--- src/rtl/ser_pkg.sv ---
// ser_pkg: shared definitions for the word serializer slice.
//   ser_state_e   : FSM encoding (IDLE, SHIFT, PARITY)
//   SER_WIDTH_DEF : default word width
//   ser_cnt_w()   : bit-counter width for a given word width, clog2(WIDTH+1)
package ser_pkg;

  typedef enum logic [1:0] {
    ST_IDLE   = 2'd0,
    ST_SHIFT  = 2'd1,
    ST_PARITY = 2'd2
  } ser_state_e;

  localparam int SER_WIDTH_DEF = 8;

  function automatic int ser_cnt_w(input int width);
    return $clog2(width + 1);
  endfunction

endpackage

--- src/rtl/word_serializer_if.sv ---
// word_serializer_if: word input handshake plus serial output bundle.
//   in_data/in_valid/in_ready : word handshake (producer -> serializer)
//   x/x_valid                 : serial bit and its qualifier (serializer -> detector)
//   word_done                 : pulse with the last serial bit of a word
//   busy                      : hold register occupied or FSM not idle
// modport slave is the serializer side, master the producer/observer side.
interface word_serializer_if
  import ser_pkg::*;
#(
  parameter int WIDTH = SER_WIDTH_DEF
);
  logic [WIDTH-1:0] in_data;
  logic             in_valid;
  logic             in_ready;
  logic             x;
  logic             x_valid;
  logic             word_done;
  logic             busy;

  modport master (
    output in_data, in_valid,
    input  in_ready, x, x_valid, word_done, busy
  );

  modport slave (
    input  in_data, in_valid,
    output in_ready, x, x_valid, word_done, busy
  );
endinterface

--- src/rtl/word_hold_reg.sv ---
// word_hold_reg: one-entry holding buffer in front of the shift register.
//   clock, reset     : clock, synchronous active-high reset
//   in_data/in_valid : incoming word and its valid
//   in_ready         : buffer empty (combinational from the valid flop)
//   clear            : consumer took the held word this edge
//   hold_valid/data  : held word
module word_hold_reg #(
  parameter int WIDTH = 8
) (
  input  logic             clock,
  input  logic             reset,
  input  logic [WIDTH-1:0] in_data,
  input  logic             in_valid,
  output logic             in_ready,
  input  logic             clear,
  output logic             hold_valid,
  output logic [WIDTH-1:0] hold_data
);
  logic             valid_q, valid_d;
  logic [WIDTH-1:0] data_q, data_d;
  logic             accept;

  assign in_ready   = !valid_q;
  assign accept     = in_valid && in_ready;
  assign hold_valid = valid_q;
  assign hold_data  = data_q;

  // clear only happens while full and accept only while empty, so they
  // never coincide; accept is still given priority for clarity.
  always_comb begin
    valid_d = valid_q;
    data_d  = data_q;
    if (clear) valid_d = 1'b0;
    if (accept) begin
      valid_d = 1'b1;
      data_d  = in_data;
    end
  end

  always_ff @(posedge clock) begin
    if (reset) begin
      valid_q <= 1'b0;
      data_q  <= '0;
    end else begin
      valid_q <= valid_d;
      data_q  <= data_d;
    end
  end
endmodule

--- src/rtl/word_serializer.sv ---
// word_serializer: parallel-to-serial feeder for the sequence detector.
// Words enter through a one-entry hold register and are shifted out one bit
// per clock on x/x_valid. The next held word loads on the edge that ends the
// current word, so back-to-back words stream with no idle bit.
//   clock, reset : clock, synchronous active-high reset
//   bus (slave)  : in_data/in_valid/in_ready, x, x_valid, word_done, busy
// Parameters: WIDTH (2..32), MSB_FIRST (1: bit WIDTH-1 first), IDLE_BIT
// (x value while x_valid=0).
// Build option: define SER_PARITY_EN to append an even-parity bit per word.
module word_serializer
  import ser_pkg::*;
#(
  parameter int WIDTH     = SER_WIDTH_DEF,
  parameter bit MSB_FIRST = 1'b1,
  parameter bit IDLE_BIT  = 1'b0
) (
  input logic               clock,
  input logic               reset,
  word_serializer_if.slave  bus
);
  localparam int             CW       = ser_cnt_w(WIDTH);
  localparam logic [CW-1:0]  LAST_IDX = CW'(WIDTH - 1);

  ser_state_e       state_q, state_d;
  logic [WIDTH-1:0] sh_q, sh_d, sh_next;
  logic [CW-1:0]    cnt_q, cnt_d;
  logic             x_q, x_d;
  logic             xv_q, xv_d;
  logic             hold_valid;
  logic [WIDTH-1:0] hold_data;
  logic             final_bit;
  logic             load;
`ifdef SER_PARITY_EN
  logic             par_q, par_d;
`endif

  // Bit that goes out first from a word image.
  function automatic logic lead_bit(input logic [WIDTH-1:0] w);
    return MSB_FIRST ? w[WIDTH-1] : w[0];
  endfunction

  word_hold_reg #(.WIDTH(WIDTH)) u_hold (
    .clock      (clock),
    .reset      (reset),
    .in_data    (bus.in_data),
    .in_valid   (bus.in_valid),
    .in_ready   (bus.in_ready),
    .clear      (load),
    .hold_valid (hold_valid),
    .hold_data  (hold_data)
  );

  // Move the next bit into the lead position.
  always_comb begin
    if (MSB_FIRST) sh_next = {sh_q[WIDTH-2:0], 1'b0};
    else           sh_next = {1'b0, sh_q[WIDTH-1:1]};
  end

  // The cycle currently on x is the last bit of its word.
  always_comb begin
`ifdef SER_PARITY_EN
    final_bit = (state_q == ST_PARITY);
`else
    final_bit = (state_q == ST_SHIFT) && (cnt_q == LAST_IDX);
`endif
  end

  // Loading on the final-bit edge is what keeps x_valid gap-free.
  assign load = hold_valid && ((state_q == ST_IDLE) || final_bit);

  // x/x_valid are registered: the bit computed here appears after the edge.
  always_comb begin
    state_d = state_q;
    sh_d    = sh_q;
    cnt_d   = cnt_q;
    x_d     = IDLE_BIT;
    xv_d    = 1'b0;
`ifdef SER_PARITY_EN
    par_d   = par_q;
`endif
    if (load) begin
      state_d = ST_SHIFT;
      sh_d    = hold_data;
      cnt_d   = '0;
      x_d     = lead_bit(hold_data);
      xv_d    = 1'b1;
`ifdef SER_PARITY_EN
      par_d   = ^hold_data;
`endif
    end else begin
      case (state_q)
        ST_SHIFT: begin
          if (cnt_q != LAST_IDX) begin
            sh_d  = sh_next;
            cnt_d = cnt_q + 1'b1;
            x_d   = lead_bit(sh_next);
            xv_d  = 1'b1;
          end else begin
`ifdef SER_PARITY_EN
            state_d = ST_PARITY;
            x_d     = par_q;
            xv_d    = 1'b1;
`else
            state_d = ST_IDLE;
`endif
          end
        end
        // IDLE with nothing held stays idle; PARITY without a follow-on
        // word returns to idle.
        default: state_d = ST_IDLE;
      endcase
    end
  end

  always_ff @(posedge clock) begin
    if (reset) begin
      state_q <= ST_IDLE;
      sh_q    <= '0;
      cnt_q   <= '0;
      x_q     <= IDLE_BIT;
      xv_q    <= 1'b0;
`ifdef SER_PARITY_EN
      par_q   <= 1'b0;
`endif
    end else begin
      state_q <= state_d;
      sh_q    <= sh_d;
      cnt_q   <= cnt_d;
      x_q     <= x_d;
      xv_q    <= xv_d;
`ifdef SER_PARITY_EN
      par_q   <= par_d;
`endif
    end
  end

  assign bus.x         = x_q;
  assign bus.x_valid   = xv_q;
  assign bus.word_done = final_bit;
  assign bus.busy      = hold_valid || (state_q != ST_IDLE);

endmodule

--- src/flat_wrapper.sv ---
// flat-port wrapper written by rule: the top's interface ports become plain ports
module word_serializer_flat import ser_pkg::*;
#(
  parameter int WIDTH     = SER_WIDTH_DEF,
  parameter bit MSB_FIRST = 1'b1,
  parameter bit IDLE_BIT  = 1'b0
)
  (clock, reset, bus_in_data, bus_in_valid, bus_in_ready, bus_x, bus_x_valid, bus_word_done, bus_busy);
  word_serializer_if #(.WIDTH(WIDTH)) bus_i ();
  input logic clock;
  input logic reset;
  input wire logic [$bits(bus_i.in_data)-1:0] bus_in_data;
  input wire logic [$bits(bus_i.in_valid)-1:0] bus_in_valid;
  output wire logic [$bits(bus_i.in_ready)-1:0] bus_in_ready;
  output wire logic [$bits(bus_i.x)-1:0] bus_x;
  output wire logic [$bits(bus_i.x_valid)-1:0] bus_x_valid;
  output wire logic [$bits(bus_i.word_done)-1:0] bus_word_done;
  output wire logic [$bits(bus_i.busy)-1:0] bus_busy;
  assign bus_i.in_data = bus_in_data;
  assign bus_i.in_valid = bus_in_valid;
  assign bus_in_ready = bus_i.in_ready;
  assign bus_x = bus_i.x;
  assign bus_x_valid = bus_i.x_valid;
  assign bus_word_done = bus_i.word_done;
  assign bus_busy = bus_i.busy;
  word_serializer #(.WIDTH(WIDTH), .MSB_FIRST(MSB_FIRST), .IDLE_BIT(IDLE_BIT)) u_core (.clock(clock), .reset(reset), .bus(bus_i));
endmodule
--- config.mk ---
export PLATFORM = sky130hd
export DESIGN_NAME = word_serializer_flat
export DESIGN_NICKNAME = d
export VERILOG_FILES = /design/src/rtl/ser_pkg.sv /design/src/rtl/word_serializer_if.sv /design/src/rtl/word_hold_reg.sv /design/src/rtl/word_serializer.sv /design/src/flat_wrapper.sv
export SDC_FILE = /design/constraint.sdc
export NUM_CORES = 1
export LEC_CHECK = 0
export ABC_AREA = 1
export BUFFER_PORTS_ARGS = -buffer_cell sky130_fd_sc_hd__buf_2
export CORE_MARGIN = 4
export CORE_UTILIZATION = 45
export CTS_CLUSTER_DIAMETER = 120
export DETAILED_ROUTE_END_ITERATION = 6
export PLACE_DENSITY = 0.61
export SLEW_MARGIN = 40
export SYNTH_ARGS = -nofsm -noshare
export SYNTH_HDL_FRONTEND = slang
export SYNTH_SLANG_ARGS = --single-unit
--- constraint.sdc ---
create_clock -name clock -period 2.4 [get_ports clock]
set_input_delay 0.48 -clock clock [delete_from_list [all_inputs] [get_ports clock]]
set_output_delay 0.48 -clock clock [all_outputs]
set_load 0.01 [all_outputs]
==> metrics.yaml, run 1 <==
route:
  drt_first_pass_iters: 4
  wl_met3_um: 65
  routedWlPerCell_um: 11.2
  num_vias: 827
  wl_met2_um: 844
  drt_iter0_drc: 10
  drt-total-wl_mm: 1.88
  ant_nets: 0
  drc: 0
  vias_per_cell: 4.92
  met1_length_um: 933
  route.top_layer_used: "met4"
synthesis:
  yosys-top-cells-area: "dfxtp_1 (43%), nand3_1 (9.4%), nand3_2 (9.4%), nor2_1 (7.1%), nand2_1 (4.6%)"
  synthXorXnorAreaFrac_pct: 0
  muxShareOfSynthArea_pct: 0
  synth_compound_area_share_pct: 9.07
  synth-adder-area-share_pct: 1.18
  synth_top_area_share_pct: 43.3
  yosys.area.top_type: "dfxtp_1"
  netlist_instances: 126
  ys_ff_latch: 23
  avgSynthCellArea_um2: 8.43
  synth_top_family_by_area: "simple AND/OR/NAND/NOR gates"
  syn_nets: 138
  syn_area_um2: 1060
  yosys.area_share.simple_pct: 35.1
  ys_seq_area_share_pct: 43.3
  ys_warn_count: 0
  yosysUniqueCellTypes: 20
floorplan:
  ios: 16
  die_w_um: 56.6
  design.die.area_um2: 3200
  coreArea_um2: 2230
  rows: 17
  die_h_um: 56.6
  initial_core_util_pct: 47.6
setup_path:
  cp.arrival_ns: 1.37
  crit_path_end_kind: "primary output"
  path_class: "reg2out"
  startpoint_type: "flop"
  crit_fanout: 12
  worstSetupStartpoint: "u_core.u_hold.hold_valid"
  r2r-start: "u_core.u_hold.hold_valid"
  worst_ep_required_time_ns: 1.92
  rrSetupSlack_ns: 0.84
  worstRegToRegCells: 6
  r2r-end: "u_core.u_hold.hold_data[5]"
timing:
  timing.fmax_ghz: 0.540
  rsz0062_at_grt: "false"
  setup_slack_ns: 0.547
  worst_pin_slew_ns: 0.464
  period_share_pct: 77.2
  finalSetupViolations: 0
  hold_viol: 0
  relSlewSlack_pct: 69.0
  skew_ns: 0.00623
  slew_violations: 0
  period_minus_slack_ns: 1.85
  finalSetupTns_ns: 0
final_layout:
  drive_gt1_share_pct: 26.4
  num_antenna_cells: 0
  fillers: 249
  syn_to_final_growth_pct: 6.24
  final_common_cell: "dfxtp_1"
  finalNetCount: 153
  mostFrequentLayoutCells: "dfxtp_1 (23), nor2_1 (20), nand3_1 (20), buf_2 (15), nand2_1 (13)"
placement:
  portBuffers: 15
  gp_congestion: 0.717
  dp_hpwl_mm: 1.37
  post-place-ws_ns: 0.854
cts:
  cts_sinks: 23
  numCtsBuffers: 3
  htreeDepth: 1
  postCtsHoldBufs: 0
  cts_setup_buffers: 0
  clkSlewWorstSetupHoldPaths_ns: 0.13
  cts_max_path_buffers: 2
  root_buffer: "clkbuf_4"
  cts_resized: 0
  cts_tree: "done"
  worstSkewPairLatency_ns: 0.31
power_and_ir_drop:
  leakagePower_nw: 0.495
  p_per_area_nw_per_um2: 618
  vdd_drop_max_mv: 0.312
global_route:
  grt_max_degree: 24
  grt_pass1_wl_mm: 3.54
  grt_pass1_vias: 816
  grt_remaining_overflow: 0
  track_usage_pct: 14.0
  antenna_found_initial: 0
job:
  drv_cap: 0
worst_hold_path:
  worstHoldPathType: "in2reg"
  min_path_cells: 2
  min_from: "reset"
  worstHoldEndpoint: "u_core.sh_q[0]"
status:
  status: "finished, final reports clean"
-- power breakdown --
| group | switching [mW] | internal (mW) |
|---|---|---|
| logic | 0.0594 | 0.0348 |
| clock network | 0.118 | 0.0623 |
| registers | 0.0186 | 0.405 |
| total | 0.196 | 0.502 |
-- layout make-up --
class	instances	area, um2	share of cell area (%)
Tap cell	28	35.0	3.10
Clock inverter	1	5.00	0.443
Sequential cell	23	460	40.8
Clock buffer	3	22.5	2.00
Timing Repair Buffer	16	82.6	7.32
Multi-Input combinational cell	86	482	42.7
Inverter	11	41.3	3.66
-- worst max-delay path, cell delays in order, from the launching register on --
cell and delay (ns):
dfxtp_1 0.32, buf_4 0.17, inv_1 0.33, nand2_1 0.09
buf_2 0.15
-- worst max-delay path by stage --
stage,endpoint,slack (ns)
floorplan,bus_word_done,1.03
global placement,u_core.u_hold.hold_data[7],0.86
detailed placement,u_core.u_hold.hold_data[3],0.85
CTS,bus_busy,0.53
global route,bus_busy,0.42
finish,bus_busy,0.55
-- cell families (layout without fill, tap and decap cells) --
kind of cell	after synthesis	in the layout
AOI/OAI and AO/OA	17	17
and+or+nand+nor	68	68
adders and majority gates	1	1
buffers and inverters	17	31
DFF	23	23
-- cells in the mapped netlist, drive strengths merged --
library cell	number
a21oi	8
buf	5
clkbuf	1
dfxtp	23
ha	1
inv	11
nand2	14
nand3	31
nand4	1
nor2	20
nor3b	1
o21ai	9
or2	1
-- metrics by stage --
| step | cells | hold slack [ns] | total power, mW | utilization (%) | cell area (um2) |
|---|---|---|---|---|---|
| finish | 168 | 0.362 | 0.698 | 50.5 | 1130 |
| global route | 168 | 0.342 | 0.743 | 50.5 | 1130 |
| CTS | 168 | 0.351 | 0.709 | 50.5 | 1130 |
| detailed placement | 164 | 0.476 | 0.527 | 49.3 | 1100 |
| global placement | 164 | 0.476 | 0.526 | 49.3 | 1100 |
| floorplan | 126 | 0.447 | 0.516 | - | 1060 |
-- routing by layer --
layer / GRT usage [%] / up-vias
li1: - / 445
met1: 19.0 / 365
met2: 20.6 / 13
met3: 2.30 / 4
met4: 8.14 / 0
met5: 0 / -
-- flip-flops by register name, indices dropped and copies added (netlist names) --
name and count:
u_core.bus.x 1, u_core.bus.x_valid 1, u_core.cnt_q 4, u_core.sh_q 7
u_core.state_q 1, u_core.u_hold.hold_data 8, u_core.u_hold.hold_valid 1
(Power assumes the default switching activity.)
==> run 2: changes to the inputs <==
- ABC_AREA: 1 -> 0
- PLACE_DENSITY: 0.61 -> 0.64
- clock period: 2.4 -> 1.6 ns (I/O delays scaled with it)
==> run 2 against run 1 <==
  * Synthesized cell count is 7.9% lower
  * Clock power grew 56%
  * Die area is 2.8% higher
  * Largest cell class unchanged
  * Largest power group unchanged
  * Highest routed layer unchanged
==> metrics.yaml, run 2 <==
status:
  status: "finished, final reports clean"  # unchanged
cts:
  numCtsBuffers: 3  # unchanged
  root_buffer: "clkbuf_4"  # unchanged
  cts_tree: "done"  # unchanged
  cts_sinks: 23  # unchanged
  cts_setup_buffers: 0  # unchanged
  htreeDepth: 1  # unchanged
  clkSlewWorstSetupHoldPaths_ns: 0.14  # was 0.13 ns
  cts_max_path_buffers: 2  # unchanged
  worstSkewPairLatency_ns: 0.32  # was 0.31 ns
  postCtsHoldBufs: 0  # unchanged
placement:
  gp_congestion: 0.734  # was 0.717
  post-place-ws_ns: 0.163  # was 0.854 ns
  portBuffers: 15  # unchanged
  place_area_um2: 1160  # was 1100 um2
  dp_cells: 152  # was 164
  dp_hpwl_mm: 1.50  # was 1.37 mm
global_route:
  antenna_found_initial: 0  # unchanged
  grt_remaining_overflow: 0  # unchanged
  grt_max_degree: 15  # was 24
  track_usage_pct: 14.2  # was 14.0%
  grt_pass1_wl_mm: 3.69  # was 3.54 mm
  grt_pass1_vias: 810  # was 816
final_layout:
  drive_gt1_share_pct: 35.9  # was 26.4%
  multi_input_area_um2: 562  # was 482 um2
  fin_util_pct: 52.9  # was 50.5%
  mostFrequentLayoutCells: "dfxtp_1 (19), nand2_1 (18), buf_2 (15), a21oi_1 (11), nor2b_1 (8)"  # was dfxtp_1 (23), nor2_1 (20), nand3_1 (20), buf_2 (15), nand2_1 (13)
  final_area_um2: 1200  # was 1130 um2
  final_common_cell: "dfxtp_1"  # unchanged
  regArea_um2: 465  # was 460 um2
  fillers: 218  # was 249
  num_antenna_cells: 0  # unchanged
  largest_reg_flops: 8  # unchanged
  finalNetCount: 141  # was 153
  syn_to_final_growth_pct: 9.81  # was 6.24%
  final_cells: 156  # was 168
job:
  drv_cap: 0  # unchanged
route:
  num_vias: 848  # was 827
  drt_first_pass_iters: 4  # unchanged
  drt-total-wl_mm: 2.08  # was 1.88 mm
  routedWlPerCell_um: 13.3  # was 11.2 um
  drt_iter0_drc: 10  # unchanged
  ant_nets: 0  # unchanged
  drc: 0  # unchanged
  vias_per_cell: 5.44  # was 4.92
setup_path:
  worst_ep_required_time_ns: 1.28  # was 1.92 ns
  crit_fanout: 5  # was 12
  crit_end: "bus_word_done"  # was bus_busy
  rrSetupSlack_ns: 0.30  # was 0.84 ns
  path_class: "reg2out"  # unchanged
  max_stage_delay_ns: 0.39  # was 0.33 ns
  critPathSlowestCell: "dfxtp_2"  # was inv_1
  r2r-end: "u_core.sh_q[4]"  # was u_core.u_hold.hold_data[5]
  critical-path-top-delay-family: "flip-flops"  # was buffers and inverters
  r2r-start: "u_core.cnt_q[0]"  # was u_core.u_hold.hold_valid
  crit_path_end_kind: "primary output"  # unchanged
  path_buf_inv: 1  # was 3
  cp.arrival_ns: 1.20  # was 1.37 ns
  startpoint_type: "flop"  # unchanged
  worstSetupStartpoint: "u_core.cnt_q[0]"  # was u_core.u_hold.hold_valid
  worstRegToRegCells: 4  # was 6
  crit_cells: 3  # was 4
  path_cells: "ha_4 > and4b_1 > buf_2"  # was buf_4 > inv_1 > nand2_1 > buf_2
floorplan:
  rows: 17  # unchanged
  initial_core_util_pct: 48.2  # was 47.6%
  design.die.area_um2: 3290  # was 3200 um2
  ios: 16  # unchanged
  die_h_um: 57.4  # was 56.6 um
  coreArea_um2: 2280  # was 2230 um2
  die_w_um: 57.4  # was 56.6 um
timing:
  worst_pin_slew_ns: 0.510  # was 0.464 ns
  finalSetupTns_ns: 0  # unchanged
  hold_viol: 0  # unchanged
  period_minus_slack_ns: 1.52
  relSlewSlack_pct: 65.9  # was 69.0%
  timing.fmax_ghz: 0.660
  skew_ns: 0.00877  # was 0.00623 ns
  setup_slack_ns: 0.0842  # was 0.547 ns
  slew_violations: 0  # unchanged
  finalSetupViolations: 0  # unchanged
  period_share_pct: 94.7
  rsz0062_at_grt: "false"  # unchanged
  holdWs_ns: 0.215  # was 0.362 ns
worst_hold_path:
  worstHoldPathType: "in2reg"  # unchanged
synthesis:
  synth_compound_area_share_pct: 20.1  # was 9.07%
  synth_edf_count: 0  # unchanged
  yosysMostFrequentCell: "dfxtp_1"  # unchanged
  avgSynthCellArea_um2: 9.46  # was 8.43 um2
  ys_ff_latch: 23  # unchanged
  synthFlopType: "dfxtp_1"  # unchanged
  synth_top_family_by_area: "simple AND/OR/NAND/NOR gates"  # unchanged
  yosys.area.top_type: "dfxtp_1"  # unchanged
  netlist_instances: 116  # was 126
  yosys-top-cells-area: "dfxtp_1 (42%), nand2_1 (6.2%), nor3_2 (5.5%), a221oi_2 (5.5%), a21oi_1 (5.0%)"  # was dfxtp_1 (43%), nand3_1 (9.4%), nand3_2 (9.4%), nor2_1 (7.1%), nand2_1 (4.6%)
  yosysUniqueCellTypes: 31  # was 20
  muxShareOfSynthArea_pct: 0.912  # was 0%
  synth.top_cells.by_count: "dfxtp_1 (23), nand2_1 (18), a21oi_1 (11)"  # was dfxtp_1 (23), nand3_1 (20), nor2_1 (20)
  synthXorXnorAreaFrac_pct: 0  # unchanged
  ys_seq_area_share_pct: 42.0  # was 43.3%
  synth-async-reset-ratio_pct: 0  # unchanged
  syn_area_um2: 1100  # was 1060 um2
  synth-adder-area-share_pct: 1.14  # was 1.18%
  synth_top_area_share_pct: 42.0  # was 43.3%
  syn_nets: 128  # was 138
  yosys.area_share.simple_pct: 27.9  # was 35.1%
  ys_warn_count: 0  # unchanged
power_and_ir_drop:
  p_clk_share_pct: 26.2  # was 25.9%
  intPower_mw: 0.778  # was 0.502 mW
  p_per_area_nw_per_um2: 896  # was 618 nW/um2
  seqPwrFrac_pct: 59.0  # was 60.6%
  p_comb_share_pct: 14.8  # was 13.5%
  p_sw_mw: 0.302  # was 0.196 mW
  switching_share_pct: 27.9  # was 28.1%
  leakagePower_nw: 0.498  # was 0.495 nW
  vdd_drop_max_mv: 0.730  # was 0.312 mV
  total_power_mw: 1.08  # was 0.698 mW
-- run 2: changes by cell type in the layout (fill, tap and decap cells not counted), sizes merged, moves of 2 or more --
cell    delta
a21oi      +5
nor2      -17
nand3     -27
nand3b     +2
o211ai     +2
a221oi     +6
nor2b      +8
a211oi     +2
buf        +3
inv        -9
o21ai      -9
nor3      +12
nand2      +4
-- run 2: kinds of logic (layout without fill, tap and decap cells) --
kind of cell	count (synthesis)	count (layout)
flops	23	23
fa+ha+maj	1	1
simple gates	52	52
compound gates	26	26
mux	1	1
buf+inv	13	25
-- run 2: power groups by stage --
stage | combinational, mW | clock, mW | sequential [mW]
after floorplan | 0.136 | 0 | 0.634
after global placement | 0.158 | 0 | 0.646
after detailed placement | 0.161 | 0 | 0.647
after CTS | 0.162 | 0.297 | 0.636
after global routing | 0.179 | 0.323 | 0.642
final | 0.159 | 0.283 | 0.637
-- run 2: worst min path at each step --
| stage | startpoint | end | depth (start not counted) |
|---|---|---|---|
| 2_1_floorplan | reset | u_core.sh_q[3] | 1 |
| 3_3_place_gp | u_core.u_hold.hold_data[0] | u_core.u_hold.hold_data[0] | 2 |
| 3_5_place_dp | u_core.u_hold.hold_data[4] | u_core.u_hold.hold_data[4] | 2 |
| 4_1_cts | bus_in_data[2] | u_core.u_hold.hold_data[2] | 3 |
| 5_1_grt | bus_in_data[1] | u_core.u_hold.hold_data[1] | 3 |
| 6_report | bus_in_data[2] | u_core.u_hold.hold_data[2] | 3 |
-- run 2: worst min-delay path: stages --
cell and delay (ns):
buf_2 0.09, nand2_1 0.04, a21oi_1 0.05
-- run 2: layout make-up --
type                            count  share of cell area [%]
Inverter                            2                   0.623
Clock inverter                      1                   0.623
Multi-Input combinational cell     80                    46.6
Clock buffer                        3                    1.87
Timing Repair Buffer               19                    8.72
Sequential cell                    23                    38.6
Tap cell                           28                    2.91
-- run 2: per-layer routing --
metal  wire, um  GRT usage [%]
met1        925           16.6
met2       1060           24.5
met3         69           4.98
met4         23           3.97
met5          0              0
-- run 2: timing repair --
item                                    in CTS  in global routing
gates resized for setup                      3                  3
pin swaps                                    0                  0
endpoints found under the setup margin       2                  2
==> run 3: changes to the inputs <==
- ABC_AREA: 0 -> unset
- PLACE_DENSITY: 0.64 -> 0.73
==> run 3 against run 2 <==
  * Critical path type unchanged
  * Clock skew down 0.0036 ns
  * Worst setup slack gained 0.0024 ns
  * Clock-buffer cell count unchanged
  * Clock power shrank 2%
  * Fmax rose by 0.16%
  * Wire length grew 0.63%
  * First-iteration DRC count increased by 90%
  * Highest routed layer unchanged
  * Sequential cell count stayed put
  * Sequential power about the same
  * Non-clock buffer count unchanged
  * Die area is the same
==> metrics.yaml, run 3 (same netlist as run 2, synthesis figures left out) <==
timing:
  worst_pin_slew_ns: 0.487  # was 0.510 ns
  period_share_pct: 94.6  # was 94.7%
  finalSetupViolations: 0  # unchanged
  skew_ns: 0.00517  # was 0.00877 ns
  slew_violations: 0  # unchanged
  rsz0062_at_grt: "false"  # unchanged
  period_minus_slack_ns: 1.51  # was 1.52 ns
  timing.fmax_ghz: 0.661  # was 0.660 GHz
  relSlewSlack_pct: 67.5  # was 65.9%
  finalSetupTns_ns: 0  # unchanged
  hold_viol: 0  # unchanged
placement:
  portBuffers: 15  # unchanged
  place_area_um2: 1160  # unchanged
  dp_cells: 152  # unchanged
  dp_hpwl_mm: 1.47  # was 1.50 mm
  gp_congestion: 0.757  # was 0.734
global_route:
  grt_remaining_overflow: 0  # unchanged
  track_usage_pct: 14.3  # was 14.2%
  grt_pass1_wl_mm: 3.77  # was 3.69 mm
  antenna_found_initial: 0  # unchanged
  grt_pass1_vias: 795  # was 810
  grt_max_degree: 16  # was 15
worst_hold_path:
  min_path_cells: 3  # unchanged
  worstHoldPathType: "in2reg"  # unchanged
route:
  drt-total-wl_mm: 2.09  # was 2.08 mm
  drt_first_pass_iters: 4  # unchanged
  vias_per_cell: 5.37  # was 5.44
  num_vias: 838  # was 848
  drt_iter0_drc: 19  # was 10
  routedWlPerCell_um: 13.4  # was 13.3 um
  drc: 0  # unchanged
  ant_nets: 0  # unchanged
cts:
  cts_sinks: 23  # unchanged
  cts_max_path_buffers: 2  # unchanged
  postCtsHoldBufs: 0  # unchanged
  root_buffer: "clkbuf_4"  # unchanged
  clkSlewWorstSetupHoldPaths_ns: 0.13  # was 0.14 ns
  numCtsBuffers: 3  # unchanged
  htreeDepth: 1  # unchanged
  cts_tree: "done"  # unchanged
  cts_resized: 2  # was 3
  worstSkewPairLatency_ns: 0.32  # about the same
  cts_setup_buffers: 0  # unchanged
final_layout:
  drive_gt1_share_pct: 35.2  # was 35.9%
  finalNetCount: 141  # unchanged
  largest_reg_flops: 8  # unchanged
  final_cells: 156  # unchanged
  final_common_cell: "dfxtp_1"  # unchanged
  fillers: 202  # was 218
  num_antenna_cells: 0  # unchanged
  mostFrequentLayoutCells: "dfxtp_1 (20), nand2_1 (18), buf_2 (15), a21oi_1 (11), nor2b_1 (8)"  # was dfxtp_1 (19), nand2_1 (18), buf_2 (15), a21oi_1 (11), nor2b_1 (8)
  final_area_um2: 1200  # about the same
  syn_to_final_growth_pct: 9.46  # was 9.81%
setup_path:
  critPathSlowestCell: "dfxtp_2"  # unchanged
  max_stage_delay_ns: 0.39  # about the same
  path_class: "reg2out"  # unchanged
  startpoint_type: "flop"  # unchanged
  crit_cells: 3  # unchanged
  cp.arrival_ns: 1.19  # was 1.20 ns
  path_cells: "ha_4 > and4b_1 > buf_2"  # unchanged
  crit_path_end_kind: "primary output"  # unchanged
  critical-path-top-delay-family: "flip-flops"  # unchanged
  worstRegToRegCells: 4  # unchanged
  crit_fanout: 5  # unchanged
  path_buf_inv: 1  # unchanged
  worst_ep_required_time_ns: 1.28  # about the same
status:
  status: "finished, final reports clean"  # unchanged
floorplan:
  ios: 16  # unchanged
  rows: 17  # unchanged
  design.die.area_um2: 3290  # unchanged
  die_w_um: 57.4  # unchanged
  die_h_um: 57.4  # unchanged
  coreArea_um2: 2280  # unchanged
  initial_core_util_pct: 48.2  # unchanged
power_and_ir_drop:
  leakagePower_nw: 0.502  # was 0.498 nW
  p_per_area_nw_per_um2: 894  # was 896 nW/um2
  vdd_drop_max_mv: 0.559  # was 0.730 mV
job:
  drv_cap: 0  # unchanged
[run 3: changes by cell type in the layout (fill, tap and decap cells not counted)]
| cell | change |
|---|---|
| clkinv_2 | +1 |
| clkinvlp_4 | -1 |
| dfxtp_1 | +1 |
| dfxtp_2 | -1 |
[run 3: final timing paths]
path | start | end | slack [ns]
setup / recovery | u_core.cnt_q[0] | bus_word_done | 0.09
hold / removal | bus_in_data[0] | u_core.u_hold.hold_data[0] | 0.22
setup reg to reg | u_core.cnt_q[0] | u_core.cnt_q[0] | 0.32
hold reg to reg | u_core.u_hold.hold_data[4] | u_core.u_hold.hold_data[4] | 0.48
[run 3: cell type report]
| class | count | area (um2) | share of cell area, % |
|---|---|---|---|
| clock buffers | 3 | 22.5 | 1.88 |
| repair buffers | 19 | 105 | 8.75 |
| multi-input cells | 80 | 562 | 46.8 |
| clock inverters | 1 | 5.00 | 0.417 |
| inverters | 2 | 7.51 | 0.625 |
| well taps | 28 | 35.0 | 2.92 |
| flip-flops and latches | 23 | 464 | 38.6 |
[run 3: where the power goes]
group          switching [mW]  internal [mW]
logic                  0.0870         0.0738
registers              0.0297          0.608
clock network           0.182         0.0937
total                   0.299          0.775
[run 3: tightest hold or removal path, cell delays in order]
cell and delay (ns):
buf_2 0.09, nand2_1 0.04, a21oi_1 0.05
[run 3: layer usage]
metal / up-vias / routed length (um) / global-route usage (%)
li1: 435 / - / -
met4: 0 / 23 / 4.97
met3: 4 / 41 / 2.71
met5: - / 0 / 0
met2: 8 / 1020 / 23.4
met1: 391 / 1000 / 18.7
[run 3: metrics by stage]
| step | util, % | setup slack (ns) | hold WS [ns] | power (mW) |
|---|---|---|---|---|
| after global routing | 52.8 | 0.0187 | 0.210 | 1.13 |
| final | 52.8 | 0.0866 | 0.220 | 1.07 |
| after CTS | 52.6 | 0.0207 | 0.214 | 1.08 |
| after floorplan | - | 0.382 | 0.390 | 0.770 |
| after global placement | 50.9 | 0.269 | 0.450 | 0.803 |
| after detailed placement | 50.9 | 0.189 | 0.458 | 0.807 |
